File: src/rtl/traffic_phase_scheduler.sv
// traffic_phase_scheduler: actuated two-road phase sequencer; define PED_WALK_EN to add the pedestrian walk phase
module traffic_phase_scheduler #(
  parameter int GREEN_MIN = 8,
  parameter int GREEN_MAX = 20,
  parameter int YELLOW_T  = 3,
  parameter int ALLRED_T  = 1,
  parameter int WALK_T    = 6,
  parameter int CW        = 5
) (
  input  logic       clk,
  input  logic       reset,
  input  logic       ta,
  input  logic       tb,
`ifdef PED_WALK_EN
  input  logic       ped_req,
  output logic       walk,
`endif
  output logic [1:0] la,
  output logic [1:0] lb,
  output logic [2:0] phase,
  output logic       maxout
);
  typedef enum logic [2:0] {
    A_GREEN = 3'd0, A_YELLOW = 3'd1, AR_AB = 3'd2, B_GREEN = 3'd3,
    B_YELLOW = 3'd4, AR_BA = 3'd5, PED_WALK = 3'd6
  } state_t;
`ifdef PED_WALK_EN
  localparam bit PED = 1'b1;
`else
  localparam bit PED = 1'b0;
`endif
  localparam logic [CW-1:0] GMIN = CW'(GREEN_MIN - 1);
  localparam logic [CW-1:0] GMAX = CW'(GREEN_MAX - 1);
  localparam logic [CW-1:0] YEL  = CW'(YELLOW_T - 1);
  localparam logic [CW-1:0] ARD  = CW'(ALLRED_T - 1);
  localparam logic [CW-1:0] WLK  = CW'(WALK_T - 1);
  state_t state, nxt, cur;
  logic [CW-1:0] timer;
  logic req_a, req_b, ped_pend, ped_dir, pr;
  logic dem_a, dem_b, go_a, go_b, max_a, max_b, green;
`ifdef PED_WALK_EN
  assign pr = ped_req;
  assign walk = cur == PED_WALK;
`else
  assign pr = 1'b0;
`endif
  // a pending pedestrian request counts as cross-road demand for either green
  assign dem_b = req_b | ped_pend;
  assign dem_a = req_a | ped_pend;
  assign go_a  = dem_b && ((timer >= GMIN && !ta) || timer == GMAX);
  assign go_b  = dem_a && ((timer >= GMIN && !tb) || timer == GMAX);
  assign max_a = dem_b && ta && timer == GMAX;
  assign max_b = dem_a && tb && timer == GMAX;
  assign green = state == A_GREEN || state == B_GREEN;
  // outputs show the reset state while reset is held, otherwise decode the state register
  assign cur    = reset ? A_GREEN : state;
  assign la     = cur == A_GREEN ? 2'b00 : cur == A_YELLOW ? 2'b01 : 2'b10;
  assign lb     = cur == B_GREEN ? 2'b00 : cur == B_YELLOW ? 2'b01 : 2'b10;
  assign phase  = cur;
  assign maxout = !reset && ((state == A_GREEN && max_a) || (state == B_GREEN && max_b));
  // next-state selection; unused codes fall back to A_GREEN
  always_comb begin
    case (state)
      A_GREEN:  nxt = go_a ? A_YELLOW : A_GREEN;
      A_YELLOW: nxt = timer == YEL ? (ped_pend ? PED_WALK : AR_AB) : A_YELLOW;
      AR_AB:    nxt = timer == ARD ? B_GREEN : AR_AB;
      B_GREEN:  nxt = go_b ? B_YELLOW : B_GREEN;
      B_YELLOW: nxt = timer == YEL ? (ped_pend ? PED_WALK : AR_BA) : B_YELLOW;
      AR_BA:    nxt = timer == ARD ? A_GREEN : AR_BA;
      PED_WALK: nxt = !PED ? A_GREEN : timer == WLK ? (ped_dir ? AR_BA : AR_AB) : PED_WALK;
      default:  nxt = A_GREEN;
    endcase
  end
  // state, interval timer and demand latches; entry-clear beats a simultaneous set
  always_ff @(posedge clk) begin
    if (reset) begin
      state    <= A_GREEN;
      timer    <= '0;
      req_a    <= 1'b0;
      req_b    <= 1'b0;
      ped_pend <= 1'b0;
      ped_dir  <= 1'b0;
    end else begin
      state    <= nxt;
      timer    <= nxt != state ? '0 : (green && timer == GMAX) ? timer : timer + CW'(1);
      req_a    <= (nxt == A_GREEN && state != A_GREEN) ? 1'b0 : req_a | (ta && state != A_GREEN);
      req_b    <= (nxt == B_GREEN && state != B_GREEN) ? 1'b0 : req_b | (tb && state != B_GREEN);
      ped_pend <= (nxt == PED_WALK && state != PED_WALK) ? 1'b0 : ped_pend | pr;
      if (nxt == PED_WALK && state != PED_WALK) ped_dir <= state == B_YELLOW;
    end
  end
endmodule

File: config.mk
export PLATFORM = sky130hd
export DESIGN_NAME = traffic_phase_scheduler
export DESIGN_NICKNAME = d
export VERILOG_FILES = /design/src/rtl/traffic_phase_scheduler.sv
export SDC_FILE = /design/constraint.sdc
export NUM_CORES = 1
export LEC_CHECK = 0
export BUFFER_PORTS_ARGS = -buffer_cell sky130_fd_sc_hd__buf_2
export CAP_MARGIN = 40
export CORE_UTILIZATION = 39
export DETAILED_ROUTE_END_ITERATION = 8
export PLACE_DENSITY = 0.71
export SYNTH_ARGS = -nofsm -noshare
export SYNTH_HDL_FRONTEND = slang
export SYNTH_SLANG_ARGS = --single-unit
File: constraint.sdc
create_clock -name clk -period 2.2 [get_ports clk]
set_input_delay 0.22 -clock clk [delete_from_list [all_inputs] [get_ports clk]]
set_output_delay 0.22 -clock clk [all_outputs]
set_load 0.1 [all_outputs]
After elaboration in Yosys (flattened, before gate mapping)
Cells that the tools add are included.

Add/subtract/negate cells: 1. $lt $le $gt $ge: 1. Eq/ne operators: 13. Muxes and demuxes: 12. Bitwise gates (word level): 2. Reductions and logical operators: 31.

Operators with widths (number): $pmux W3 S6 (1); $logic_and A1 B1 Y1 (16); $eq A3 B2 Y1 const B (4); $mux W2 (5); $eq A3 B3 Y1 const B (3); $logic_not A3 Y1 (3); $mux W3 (3); $eq A3 B1 Y1 const B (2); $reduce_or A2 Y1 (3); $add A5 B1 Y5 const B (1); $eq A5 B2 Y1 const B (1); $eq A5 B5 Y1 const B (1); $ge A5 B3 Y1 const B (1); $logic_not A5 Y1 (1); $logic_or A1 B1 Y1 (4); $logic_not A1 Y1 (3); $mux W1 (3); $ne A3 B2 Y1 const B (1); $ne A3 B3 Y1 (1); $reduce_bool A3 Y1 (1); $or A1 B1 Y1 (2).

Flip-flop bits (word level): 10. Word-level logic and storage cells: 64.

Logic depth before layout (Yosys ltp)
Gate-level depths: netlist of run 1.

Depth in word-level cells: 9. Mapped depth: 7.

Worst setup path after synthesis of run 1
OpenSTA, ideal clock, no wires.

Path type: register -> output. Start: reg state[2]. End: out lb[1]. Arrival: 3998 ps. Required time: 1980 ps. Setup slack: -2018 ps. Cell stages (with the launch flop): 5. Buffers on the path: 1. Cell sequence: dfxtp_1 > buf_2 > nand2_1 > nor3_1 > a21oi_1.

Cells in the longest elaborated chain, start to end: 4. Elaborated cells on any way between the ends: 5.

Ends and longest elaborated chain: start, declared (line 37) `state_t state, nxt, cur;`; start signal, assigned (line 84) `state <= nxt;`; $mux W3 * (line 56) `assign cur = reset ? A_GREEN : state;`; $eq A3 B3 Y1 (line 58) `assign lb = cur == B_GREEN ? 2'b00 : cur == B_YELLOW ? 2'b01 : 2'b10;`; $mux W2 (line 58); $mux W2 * (line 58); end, declared (line 19) `output logic [1:0] lb,`.

Mark *: on every way between the ends. The rest lies on a longest branch, timed or not.

Worst setup path after layout of run 1
Start: reg state[1]. End: out maxout.

Cells in the longest elaborated chain, start to end: 4. Elaborated cells on any way between the ends: 6.

Ends and longest elaborated chain: $eq A3 B2 Y1 / $logic_not A3 Y1 (equally long branches) (line 60) `assign maxout = !reset && ((state == A_GREEN && max_a) || (state == B_GREEN && max_b));`; $logic_and A1 B1 Y1 (line 60); $logic_or A1 B1 Y1 * (line 60); $logic_and A1 B1 Y1 * (line 60); end, declared (line 21) `output logic maxout`.

Marked as above.

==> results summary, run 1 <==
The static leakage power came out at between 0.3 and 0.4 nW. Detailed placement ended at an HPWL of 1226 µm. The number of distinct library cells after synthesis is 37.

The top fanout value on the critical path is 13. STA classifies the critical path startpoint as a register. The total power draw is 784.4 µW. The total grt overflow came out at 0. The startpoint of the worst-slack reg-to-reg timing path is timer[1]. In this run the critical register-to-register path is captured at timer[0]. The minimum setup slack among reg-to-reg paths is between 300 and 400 ps. The critical path's largest stage delay came out at 640 ps. Synthesis inferred 10 register bits.

The repair_antennas step left the layout with diodes totalling 0. The die extent in x came out at between 40 and 50 µm. The floorplan core area came out at 0.001783 mm². The required arrival time at the worst endpoint came out at 1980 ps. The cell depth of the worst min-delay path came out at 3. Leaving out fill and tap cells, the most frequent cell in the layout is sky130_fd_sc_hd__buf_2.

The routed via count came out at a little over 700. For hold timing, the worst endpoint is req_b. The quantity of hold-fixing buffers added after cts is 0. Walking the worst path, the cells encountered are and3_1 > nand3_1 > a211oi_4 > buf_12.

Prior to clock tree synthesis, the placed netlist has a worst setup slack of ~350 ps. The final routed wirelength across all metal layers is about 1600 µm. The number of buffers inserted by post-CTS setup repair came out at 0. The maximum VDD drop came out at 0.5565 mV. After detailed routing, the average wire length per cell comes to ~13 µm.

The mean post-synth cell area is 8.166 µm². The number of port buffers came out at 11. The sort of element at the end of the critical path is an output port. Before antenna repair, the detailed router went through 4 iterations. The top-level I/O count came out at 12.

The power density relative to cell area came out at 848.3 mW/mm². The standard cell area after detailed placement came out at ~900 µm². The total clock buffers created by CTS is 3. The count of endpoints failing hold in the final timing report was 0.

In this run the remaining antenna-violating nets after routing total 0. The buffer and inverter count on the worst path is 1. The count of final setup violators is 0. In the routed layout, each cell is associated on average with a via count of approximately 5.6. For this run, the number of Yosys warnings is 0.

The DRC violations left is 0. The clock root buffer master is sky130_fd_sc_hd__clkbuf_4. The maximum clock frequency came out at 0.4741 GHz.

Setup repair after global routing left no endpoint under its margin. After synthesis the cells add up to 759.5 µm². The net count of the finished layout is 112. The cell count of the worst reg-to-reg path came out at 6. The category of cells accounting for the largest share of critical-path delay is flip-flops. The worst-case hold slack came out at 277.6 ps. The worst relative slew slack is 66.72%. The maximum number of pins on one net before global-route repair came out at 15. The final critical-path required period is 2109 ps. In the post-route analysis, the smallest setup slack over all paths is 90.69 ps. The fraction of final layout cells sized beyond drive strength 1 came out at 29.81%.

Clock-pin slew was measured on the worst setup and hold paths at roughly 80 ps. The run finished with clean final reports. The number of nets in the synthesized netlist came out at 100. The max capacitance violation total came out at 0.

The clock insertion delay at the later pin of the skew report came out at approximately 280 ps. The instance count of the mapped netlist is 93. The number of levels the H-tree was split into came out at 1.

The effective utilization at floorplan came out at 42.60%. At the pin with the least slew margin, the transition time is 498.5 ps. The path class of the tightest hold or removal check is primary input to register. For this run, the share of the core covered by cells in the final layout is 51.86%.

The height of the chip came out at 46.13 µm. The longest clock path from root to sink contains 2 buffers. Among all stages on the critical path, the largest delay is contributed by sky130_fd_sc_hd__dfxtp_1. The last weighted congestion value of the routability-driven placer came out at ~0.87.

The wire length of the first global-routing pass is 2691 µm. The ratio of final minimum period to clock period is 95.88%. The top cell types in the final layout, fill and taps aside, are sky130_fd_sc_hd__buf_2, sky130_fd_sc_hd__dfxtp_1, sky130_fd_sc_hd__nor3_1, sky130_fd_sc_hd__nand3_1. The finished cells cover 924.6 µm².

The share of synthesized area occupied by flip-flops and latches came out at 26.36%. The relative area change from synthesis to final layout came out at 21.75%. Across the routed clock network, the largest skew measured is 8.284 ps. The number of placed instances, taps included, is 125.

CTS saw 10 sinks. The die area is 0.002128 mm². The via count of the first global-routing pass came out at 614. The startpoint identified for the worst hold timing path is tb. The count of placed standard cells in the final layout, fillers left out is ~130. The detailed router finished its first iteration with 14 violations.

The arrival time of the worst setup path came out at 1890 ps. The number of antenna violations at the first check in global routing came to 0. The critical path in this run is classified as register to output port. The total count of max-transition violations in the final report is 0.

In the global route stage, overall resource usage came out at 18.06%. The clock tree from TritonCTS is yes. The number of placement rows is 15.

The sum of negative setup slack came out at 0 ps.
==> area by class of cell <==
type / instances / area (µm²)
well taps: 25 / 31.28
clock buffers: 4 / 36.28
inverters: 7 / 26.28
repair buffers: 11 / 70.07
multi-input cells: 72 / 559.3
flip-flops and latches: 10 / 201.4
fillers: 183 / 858.3
==> cell families (layout without fill, tap and decap cells) <==
logic type / Yosys count / after routing / synth area share (%)
XOR/XNOR: 4 / 4 / 4.614
multiplexers: 1 / 1 / 1.318
adder cells (fa/ha/maj): 3 / 3 / 4.943
AND/OR/NAND/NOR: 44 / 44 / 32.62
flip-flops: 10 / 10 / 26.36
buffers and inverters: 11 / 22 / 6.096
AO/OA/AOI/OAI: 20 / 20 / 24.06
==> power by group <==
| group | internal (mW) | switching, mW | leakage (nW) |
|---|---|---|---|
| clock | 0.101 | 0.0756 | 0.0210 |
| sequential | 0.214 | 0.0646 | 0.0820 |
| combinational | 0.136 | 0.194 | 0.245 |
| total | 0.451 | 0.334 | 0.348 |
==> timing repair <==
item                       in CTS  in global routing
setup endpoints to repair       0                  1
hold endpoints to repair        0                  0
resized for setup               0                  1
==> synthesized netlist by cell type <==
library cell	n	area [µm²]
sky130_fd_sc_hd__dfxtp_1	10	200.2
sky130_fd_sc_hd__nor3_1	9	45.04
sky130_fd_sc_hd__nand3_1	8	40.04
sky130_fd_sc_hd__inv_1	7	26.28
sky130_fd_sc_hd__nand2_1	7	26.28
sky130_fd_sc_hd__a21oi_1	6	30.03
sky130_fd_sc_hd__buf_2	4	20.02
sky130_fd_sc_hd__nor2_1	4	15.01
sky130_fd_sc_hd__nor2b_1	4	25.02
sky130_fd_sc_hd__ha_1	3	37.54
sky130_fd_sc_hd__xor2_1	3	26.28
sky130_fd_sc_hd__and3_1	2	12.51
sky130_fd_sc_hd__nor3b_1	2	15.01
sky130_fd_sc_hd__a211o_1	1	8.760
sky130_fd_sc_hd__a211oi_1	1	7.510
sky130_fd_sc_hd__a211oi_2	1	12.51
sky130_fd_sc_hd__a21oi_2	1	8.760
sky130_fd_sc_hd__a21oi_4	1	16.27
sky130_fd_sc_hd__a31o_1	1	8.760
sky130_fd_sc_hd__a31oi_4	1	21.27
sky130_fd_sc_hd__and2_1	1	6.260
sky130_fd_sc_hd__and3_4	1	11.26
sky130_fd_sc_hd__mux2i_1	1	10.01
sky130_fd_sc_hd__nand2b_1	1	6.260
sky130_fd_sc_hd__nor3_2	1	10.01
sky130_fd_sc_hd__nor4bb_1	1	10.01
sky130_fd_sc_hd__o2111ai_4	1	26.28
sky130_fd_sc_hd__o211ai_1	1	7.510
sky130_fd_sc_hd__o21a_1	1	7.510
sky130_fd_sc_hd__o21ai_0	1	5.000
sky130_fd_sc_hd__o21bai_1	1	7.510
sky130_fd_sc_hd__o22a_1	1	8.760
sky130_fd_sc_hd__o22ai_1	1	6.260
sky130_fd_sc_hd__or2b_1	1	7.510
sky130_fd_sc_hd__or3b_1	1	8.760
sky130_fd_sc_hd__or3b_2	1	8.760
sky130_fd_sc_hd__xnor2_1	1	8.760
==> tightest hold or removal path, cell delays in order <==
cell                      delay (ps)
sky130_fd_sc_hd__buf_2           120
sky130_fd_sc_hd__a21oi_1         120
sky130_fd_sc_hd__nor3_1           50
==> sequential cells by signal (all words and copies together), names as in the netlist <==
| signal | cells |
|---|---|
| req_a | 1 |
| timer | 5 |
| state | 3 |
| req_b | 1 |
==> worst max-delay path by stage <==
stage | from | to | slack [ps] | cells past startpoint
floorplan | state[0] | maxout | 110 | 4
global placement | state[0] | maxout | 370 | 4
detailed placement | state[0] | maxout | 350 | 4
CTS | state[0] | maxout | 20 | 4
global route | state[1] | maxout | 20 | 4
finish | state[1] | maxout | 90 | 4
==> per-layer routing <==
| metal | wire length (µm) | track usage [%] |
|---|---|---|
| met2 | 763 | 28.17 |
| met4 | 64 | 13.53 |
| met1 | 757 | 22.38 |
| met3 | 50 | 2.353 |
| met5 | 0 | 0 |
(Power assumes the default switching activity.)
==> run 2: changes to the inputs <==
- ABC_AREA: unset -> 1
==> run 2 against run 1 <==
Net effect:
- register-to-register slack better by 160 ps
- die area is 0.80% lower
- sequential share of layout area is 0.81 points higher
- highest routed layer unchanged
- non-clock buffer count stayed put
- critical path type unchanged
- total power is 46% lower
==> results summary, run 2 <==
The net count of the finished layout came out at roughly 140. Traced cell by cell, the critical path runs through inv_2 > nor3_4 > nand3_1 > a211oi_2 > buf_2. The worst setup path is launched from a register. Once detail routing completed, the nets flagged for antenna violations numbered 0. The minimum setup slack among reg-to-reg paths came out at 500 ps. The post-synthesis sequential element count is 10. The final critical-path required period is about 2100 ps. The clock reaches the later pin of the worst-skew pair after between 200 and 300 ps. The routed wirelength normalized by instance count is 9.903 µm.

The critical path starts at state[0]. The number of flops mapped to enable cells by yosys is 0. Counting flops with an async set or reset pin after synthesis yields a share of 0%. Routability-driven placement finished with a final weighted congestion of 0.8915. The number of search-and-repair iterations in the first detailed-routing pass came out at 4. The share of the core filled with cells in the final layout came out at 50.21%. The leading cell type in the layout, fill and taps excluded is sky130_fd_sc_hd__nand2_1. The netlist uses 23 different library cells. The critical path crosses 5 cells after its start point.

For this run, the top clock speed supported by timing is 0.4789 GHz. The relative area change from synthesis to final layout came out at 17.61%. The routed via count came out at 735. The quantity of hold-fixing buffers added after cts is 0. The number of antenna violations at the first check in global routing came to 0. The half-perimeter wire length after detailed placement is 1240 µm.

The startpoint identified for the worst register-to-register timing path is timer[0]. The DRC violations left came out at 0. The buffer and inverter count on the worst path is 2.

The violation count after the first detailed-route iteration came out at 10. Yosys instantiated no cell more often than sky130_fd_sc_hd__nand2_1. The overall fraction of global-route tracks in use is 17.06%. The area of the mapped netlist is 753.2 µm². Clock skew on the completed layout was measured at 5.667 ps. The number of vias per cell after detailed routing is around 4.7. The clock net in this run drives a total of 10 sinks. The largest family of logic cells by synthesized area is simple AND/OR/NAND/NOR gates. The critical path's largest stage delay is 450 ps. The final antenna diode count is 0. The total grt overflow came out at 0. The share of synthesized area occupied by flip-flops and latches came out at 26.58%.

The total clock buffers created by CTS came out at 3. The count of endpoints failing hold in the final timing report came out at 0. The max capacitance violation total is 0. The final layout contains routed wiring with a total length of 1535 µm. The largest registers in the layout are timer: 5 flops, state: 3 flops.

The mean post-synth cell area came out at 6.493 µm². Of the post-synthesis cell area, the part taken by muxes is 0%. The number of nets handed over by synthesis was 123. The transition time at the pin with the least slew margin came out at around 500 ps. In this run the power density over the cells is 481.6 mW/mm². The post-place setup slack came out at 411.0 ps. In this run the number of H-tree levels came out at 1. The endpoint identified for the worst register-to-register timing path is timer[1].

In the layout the commonest cells are sky130_fd_sc_hd__nand2_1, sky130_fd_sc_hd__nor2_1, sky130_fd_sc_hd__inv_1, sky130_fd_sc_hd__buf_2, sky130_fd_sc_hd__dfxtp_1. The worst-case hold slack came out at between 200 and 300 ps. Post-CTS timing repair inserted 0 buffers for setup.

From bottom edge to top edge, the die measures 45.95 µm. The number of port buffers is 11. During I/O placement, the number of pins put on the boundary was 12. Entering global routing, the biggest net connects 13 pins. The commonest cells after synthesis are sky130_fd_sc_hd__nand2_1, sky130_fd_sc_hd__nor2_1, sky130_fd_sc_hd__inv_1.

The worst pin sits at a relative slew slack of 67.70%. The instance count of the mapped netlist came out at 116. The sum of negative setup slack is 0 ps. At the worst endpoint, the arrival time is ~1900 ps. The total count of max-transition violations in the final report came out at 0. The XOR/XNOR share of the synthesized area came out at 4.651%. The floorplan core area came out at roughly 0.0018 mm². The critical path ends at maxout. The synthesized netlist devotes 9.801% of its cell area to compound gates. The register clock-pin slew on the reported worst setup and hold paths came out at 70 ps. TritonCTS built the clock tree. The largest individual stage delay along the critical path comes from the cell sky130_fd_sc_hd__buf_2. The biggest area consumer among synthesized cells is sky130_fd_sc_hd__dfxtp_1. For this run, the leading register cell type out of synthesis is sky130_fd_sc_hd__dfxtp_1.

On the critical path the largest part of the delay comes from buffers and inverters. The maximum buffer depth of the clock tree came out at 2. The cell count of the worst reg-to-reg path came out at 8.

The first global-routing pass estimated 2539 µm of wire. The die extent in x is roughly 46 µm. The basic-gate share of the synthesized area counting and, or, nand and nor cells came out at 44.52%. The ratio of final minimum period to clock period is 94.91%. The final critical-path setup slack is 112.0 ps. Of the cells placed in the final design, the portion with a size suffix greater than 1 is 29.23%. The top fanout value on the critical path came out at 7.

The type of the worst setup path is register to output port. The effective utilization at floorplan is 42.70%. STA puts the critical path data required time at ~2000 ps.

In this run the clock root is driven by a sky130_fd_sc_hd__clkbuf_4. The static leakage power came out at 0.4270 nW. Setup repair after global routing left no endpoint under its margin. The number of flip-flops in the largest register came out at 5. The total power draw came out at 426.6 µW.

The via count of the first global-routing pass came out at 620. The die area came out at 0.002111 mm². The maximum VDD drop is 0.2328 mV.

After clock tree synthesis, the repair step resized 0 gates. The sort of element at the end of the critical path is an output port. The register with the most flip-flops is timer. The number of placement rows came out at 15. The run finished with clean final reports. The total number of yosys warnings came out at 0.

Summing the areas of all fa, ha and maj instances in the mapped netlist gives under 10% of the synthesized area. Yosys attributes the largest share of cell area to sky130_fd_sc_hd__dfxtp_1, sky130_fd_sc_hd__nand2_1, sky130_fd_sc_hd__nor2_1. The area share of the largest cell type after synthesis is 26.58%.

The count of final setup violators is 0. The classification of the worst-slack hold path is primary input to register.
==> run 2: changes by cell type after synthesis, moves of 3 or more <==
cell,before,now
sky130_fd_sc_hd__buf_2,4,0
sky130_fd_sc_hd__nor2_2,0,7
sky130_fd_sc_hd__o21ai_0,1,4
sky130_fd_sc_hd__nor3_1,9,2
sky130_fd_sc_hd__inv_2,0,4
sky130_fd_sc_hd__nor2_1,4,17
sky130_fd_sc_hd__nand2_2,0,5
sky130_fd_sc_hd__nor2b_1,4,0
sky130_fd_sc_hd__nand2_1,7,22
sky130_fd_sc_hd__inv_1,7,14
==> run 2: area by class of cell <==
type	instances	area, µm²
tap	25	31.28
inverter	18	67.56
sequential	10	200.2
fill	202	878.3
clock buffer	4	36.28
multi-input combinational	87	495.5
timing repair buffer	11	55.05
==> run 2: worst min path at each step <==
stage | slack (ps) | depth (start not counted) | endpoint | startpoint
detailed placement | 560 | 2 | state[2] | reset
CTS | 270 | 2 | state[0] | reset
global placement | 550 | 2 | req_b | req_b
floorplan | 400 | 3 | req_b | reset
finish | 280 | 2 | state[0] | reset
global route | 300 | 2 | state[0] | reset
==> run 2: through the flow <==
stage / cell area, µm² / cells
6_report: 885.9 / 155
5_1_grt: 885.9 / 155
4_1_cts: 885.9 / 155
3_5_place_dp: 849.6 / 151
3_3_place_gp: 849.6 / 151
2_1_floorplan: 767.0 / 116
==> run 2: report_power, final <==
part | switching, mW | total, mW | internal, mW
Clock | 0.0678 | 0.168 | 0.100
Sequential | 0.00740 | 0.196 | 0.189
Combinational | 0.0382 | 0.0624 | 0.0242
Total | 0.113 | 0.427 | 0.313
==> run 2: worst reg2reg max path, cell delays in order, from the launching register on <==
cell and delay [ps]:
sky130_fd_sc_hd__dfxtp_1 390, sky130_fd_sc_hd__ha_1 230, sky130_fd_sc_hd__nand4_1 230, sky130_fd_sc_hd__nand2_1 200, sky130_fd_sc_hd__nand3_1 80, sky130_fd_sc_hd__a21oi_1 260, sky130_fd_sc_hd__nor2_4 70, sky130_fd_sc_hd__nand2_4 110
sky130_fd_sc_hd__nor2_2 40
==> run 2: cells by family (layout without fill, tap and decap cells) <==
group           Yosys count  after routing
compound gates           13             13
xor+xnor                  4              4
fa+ha+maj                 3              3
buf+inv                  19             33
flops                    10             10
simple gates             67             67
==> run 2: per-layer routing <==
layer | part of all wire, % | wire, µm | vias to the layer above | global-route usage [%]
met5 | 0 | 0 | - | 0
met4 | 0.78 | 12 | 0 | 8.824
met3 | 3.2 | 49 | 2 | 2.381
met2 | 46 | 710 | 13 | 27.89
met1 | 50 | 763 | 326 | 21.48
li1 | - | - | 394 | -
